### config.mk
export PLATFORM = sky130hd
export DESIGN_NAME = snake_move_register_flat
export DESIGN_NICKNAME = d
export VERILOG_FILES = /design/src/rtl/snake_move_register_if.sv /design/src/rtl/snake_move_register.sv /design/src/flat_wrapper.sv
export SDC_FILE = /design/constraint.sdc
export NUM_CORES = 1
export LEC_CHECK = 0
export ABC_AREA = 1
export CAP_MARGIN = 30
export CORE_ASPECT_RATIO = 0.7
export CORE_MARGIN = 4
export CORE_UTILIZATION = 50
export CTS_CLUSTER_SIZE = 14
export DETAILED_ROUTE_END_ITERATION = 12
export HOLD_SLACK_MARGIN = 0.12
export PLACE_DENSITY_LB_ADDON = 0.1
export SLEW_MARGIN = 0
export SYNTH_ARGS = -nofsm -noshare
export SYNTH_HDL_FRONTEND = slang
export SYNTH_SLANG_ARGS = --single-unit
### constraint.sdc
create_clock -name clk -period 6.6 [get_ports clk]
set_input_delay 1.98 -clock clk [delete_from_list [all_inputs] [get_ports clk]]
set_output_delay 1.98 -clock clk [all_outputs]
set_load 0.05 [all_outputs]
### src/rtl/snake_move_register_if.sv
// Signal bundle between the snake game controller and the move-history register.
// There is no handshake: a push happens on every rising edge where shift is 1,
// and reads are purely combinational, so one push per cycle is always accepted.
interface snake_move_register_if;
  logic       shift;     // 1 = push load into the history on this edge
  logic [2:0] load;      // direction code to push, stored as-is
  logic [5:0] pos;       // read index, 0 = newest, 63 = oldest
  logic [2:0] out_head;  // newest entry
  logic [2:0] out_pos;   // entry selected by pos

  // Controller side: drives pushes and read index, observes the history.
  modport master (
    output shift,
    output load,
    output pos,
    input  out_head,
    input  out_pos
  );

  // Register side: accepts pushes, returns stored entries.
  modport slave (
    input  shift,
    input  load,
    input  pos,
    output out_head,
    output out_pos
  );
endinterface

### src/rtl/snake_move_register.sv
// Move-history shift register: 64 entries of 3-bit direction codes, newest
// first. Entry 0 sits in the low 3 bits of the packed vector so a push is a
// single concatenation and the oldest entry falls off the top.
module snake_move_register (
  input  logic                        clk,
  input  logic                        reset,
  snake_move_register_if.slave        bus
);

  localparam int DEPTH = 64;

  // entry[0] is the newest move, entry[63] the oldest.
  logic [DEPTH-1:0][2:0] entry;

  // Synchronous clear wins over a push on the same edge; otherwise push or hold.
  always_ff @(posedge clk) begin
    if (!reset) begin
      entry <= '0;
    end else if (bus.shift) begin
      entry <= {entry[DEPTH-2:0], bus.load};
    end
  end

  // Reads are combinational so the renderer sees pre-edge contents during a push.
  assign bus.out_head = entry[0];
  assign bus.out_pos  = entry[bus.pos];

endmodule

### src/flat_wrapper.sv
// flat-port wrapper written by rule: the top's interface ports become plain ports
module snake_move_register_flat 
  (clk, reset, bus_shift, bus_load, bus_pos, bus_out_head, bus_out_pos);
  snake_move_register_if bus_i ();
  input  logic clk;
  input  logic reset;
  input wire logic [$bits(bus_i.shift)-1:0] bus_shift;
  input wire logic [$bits(bus_i.load)-1:0] bus_load;
  input wire logic [$bits(bus_i.pos)-1:0] bus_pos;
  output wire logic [$bits(bus_i.out_head)-1:0] bus_out_head;
  output wire logic [$bits(bus_i.out_pos)-1:0] bus_out_pos;
  assign bus_i.shift = bus_shift;
  assign bus_i.load = bus_load;
  assign bus_i.pos = bus_pos;
  assign bus_out_head = bus_i.out_head;
  assign bus_out_pos = bus_i.out_pos;
  snake_move_register u_core (.clk(clk), .reset(reset), .bus(bus_i));
endmodule
==> results_dict.tcl <==
set metrics [dict create \
    setup_viol 0 \
    overflow 0 \
    worstHoldEndpoint "u_core.entry[19]" \
    io_pins 18 \
    worstHoldPathCells 2 \
    h-tree-depth 4 \
    synthAdderAreaFrac 0 \
    hold_path.class "flip-flop to flip-flop" \
    cts.clk_slew.worst_paths_ps 70 \
    crit_required_ps 4620 \
    p_per_area_mw_per_mm2 283 \
    nets 1243 \
    post-cts-setup-buffer-count 0 \
    fp.coreArea_mm2 0.0165 \
    place_area_mm2 0.00866 \
    crit_type "primary input to output port" \
    drtIter0Drc 811 \
    gp_congestion 0.744 \
    skew_ps 6.25 \
    area_growth_pct 8.34 \
    period_minus_slack_ps 5710 \
    finalSetupTns_ps 0 \
    synthSimpleGateAreaFrac 0.372 \
    clock_latency_ps 430 \
    cts_buffer_depth 2 \
    synth_compound_area_frac 0.113 \
    drive_gt1_frac 0.0426 \
    io_buffer_count 17 \
    cts_buffers 17 \
    r2r_cells 2 \
    status "finished clean" \
    r2r_slack_ps 5910 \
    die_w_um 164 \
    yosysWarnings 0 \
    critPathBufInv 4 \
    fmax_mhz 175 \
    synthMuxAreaShare 0 \
    post_cts_resized 0 \
    syn_area_per_cell_um2 6.63 \
    slowest_delay_ps 440 \
    ys_seq_elements 192 \
    worstPathCellList "buf_4, inv_4, buf_4, nand2_1, nand3_1, nand3_1, nand2_1, nand2_1, nand3_1, nand3_1, nand2_1, buf_12" \
    route.detailed.drc 0 \
    synth_area_mm2 0.00852 \
    ys_seq_area_frac 0.451 \
    synth_cell_types 13 \
    grt_pass1_wl_mm 35.5 \
    wl_mm 21.0 \
    dp_worst_setup_slack_ps 893 \
    ant_nets 0 \
    antenna_found_initial 1 \
    vdd_drop_max_mv 0.168 \
    root_buffer "clkbuf_16" \
    worstReg2RegEnd "u_core.entry[17]" \
    endpoint_kind "output port" \
    die_y_um 117 \
    synthCells 1284 \
    syn_nets 1296 \
    period_share 0.865 \
    synth-xor-area-share 0 \
    slew_viol_final 0 \
    critPathTopFamily "buffers and inverters" \
    die_area_mm2 0.0192 \
    leakage_nw 3.88 \
    start_util 0.516 \
    critPathMaxFanout 49 \
    rows 39 \
    worst_slack_ps 892 \
    final_area_mm2 0.00923 \
    cts_tree "built" \
    drt_first_pass_iters 5 \
    wl_per_cell_um 14.3 \
    critPathArrivalTime_ps 3730 \
    diodes 0 \
    cts.sinks 192 \
    grt.total_usage 0.227 \
    worstReg2RegStart "u_core.entry[17]" \
    synth_top_family_by_area "simple AND/OR/NAND/NOR gates" \
    viasPerCell 5.31 \
    hold_viol_final 0 \
    grt_max_degree 120 \
    postCtsHoldBufs 0 \
    worst_pin_slew_ps 990 \
    relSlewSlack 0.340 \
    max_cap_viol_count 0 \
    hold_path_startpoint "u_core.entry[16]" \
    num_vias 7806 \
    rsz0062_at_grt "no" \
    slowest_stage "inv_4" \
    critPathLaunchType "primary input" \
    grt_pass1_vias 7037 \
    hpwl_mm 10.8 \
]
cell type report:
cell class | instances | area, um2
inverters | 7 | 33.8
well taps | 225 | 282
flip-flops and latches | 192 | 3840
fillers | 1623 | 7270
repair buffers | 32 | 378
clock buffers | 22 | 454
multi-input cells | 981 | 4130
clock inverters | 10 | 111
per-stage QoR:
step                      power [W]  hold WS, ps  std cells   util
final                       0.00261          500       1469  0.559
after global routing        0.00273          519       1469  0.559
after CTS                   0.00262          498       1469  0.559
after detailed placement    0.00163          491       1437  0.525
after global placement      0.00162          484       1435  0.522
after floorplan             0.00154          463       1284      -
routing by layer:
metal  wire length, um  global-route usage  up-vias
li1                  -                   -     4036
met1             10900               0.326     3559
met2              8670               0.347      178
met3              1010              0.0382       31
met4               386              0.0793        2
met5                 7                   0        -
registers in the layout, indices dropped and copies added (netlist names):
register,count
u_core.bus.out_head,3
u_core.entry,189
where the power goes:
part | total, W | internal, W | switching [W]
sequential | 0.00129 | 0.00123 | 0.0000531
combinational | 0.000317 | 0.000112 | 0.000205
clock | 0.00100 | 0.000567 | 0.000438
total | 0.00261 | 0.00191 | 0.000696
layout by cell type, fill, tap and decap left out, drive strengths merged:
| master | n |
|---|---|
| bufinv | 2 |
| nand2 | 243 |
| buf | 22 |
| clkinvlp | 3 |
| inv | 8 |
| nand3 | 162 |
| nor2 | 384 |
| clkinv | 4 |
| o21ai | 192 |
| clkdlybuf4s50 | 10 |
| clkbuf | 22 |
| dfxtp | 192 |
worst register-to-register path: stages (launching register included):
cell,delay [ps]
dfxtp_1,340
o21ai_0,190
nor2_1,60
synthesized netlist by cell type:
cell type  instances  share of area
clkbuf_1          45          0.020
buf_4              9         0.0079
inv_2              1        0.00044
buf_2             40          0.024
nand2_1          243           0.11
inv_1              5         0.0022
buf_6              6         0.0079
nand3_1          162          0.095
inv_4              1        0.00074
o21ai_0          192           0.11
buf_1              4         0.0018
nor2_1           384           0.17
dfxtp_1          192           0.45
kinds of logic after synthesis:
| logic type | Yosys count |
|---|---|
| flops | 192 |
| compound gates | 192 |
| simple gates | 789 |
| buf+inv | 111 |
how the worst max path moves through the flow:
stage                     endpoint  slack [ps]  cells after the start       start
global route        bus_out_pos[1]         710                     12  bus_pos[0]
floorplan           bus_out_pos[2]        1450                     12  bus_pos[0]
global placement    bus_out_pos[1]         890                     12  bus_pos[0]
finish              bus_out_pos[1]         890                     12  bus_pos[0]
CTS                 bus_out_pos[1]         880                     12  bus_pos[0]
detailed placement  bus_out_pos[1]         890                     12  bus_pos[0]
Note: power is estimated with default switching activity, not from simulation.
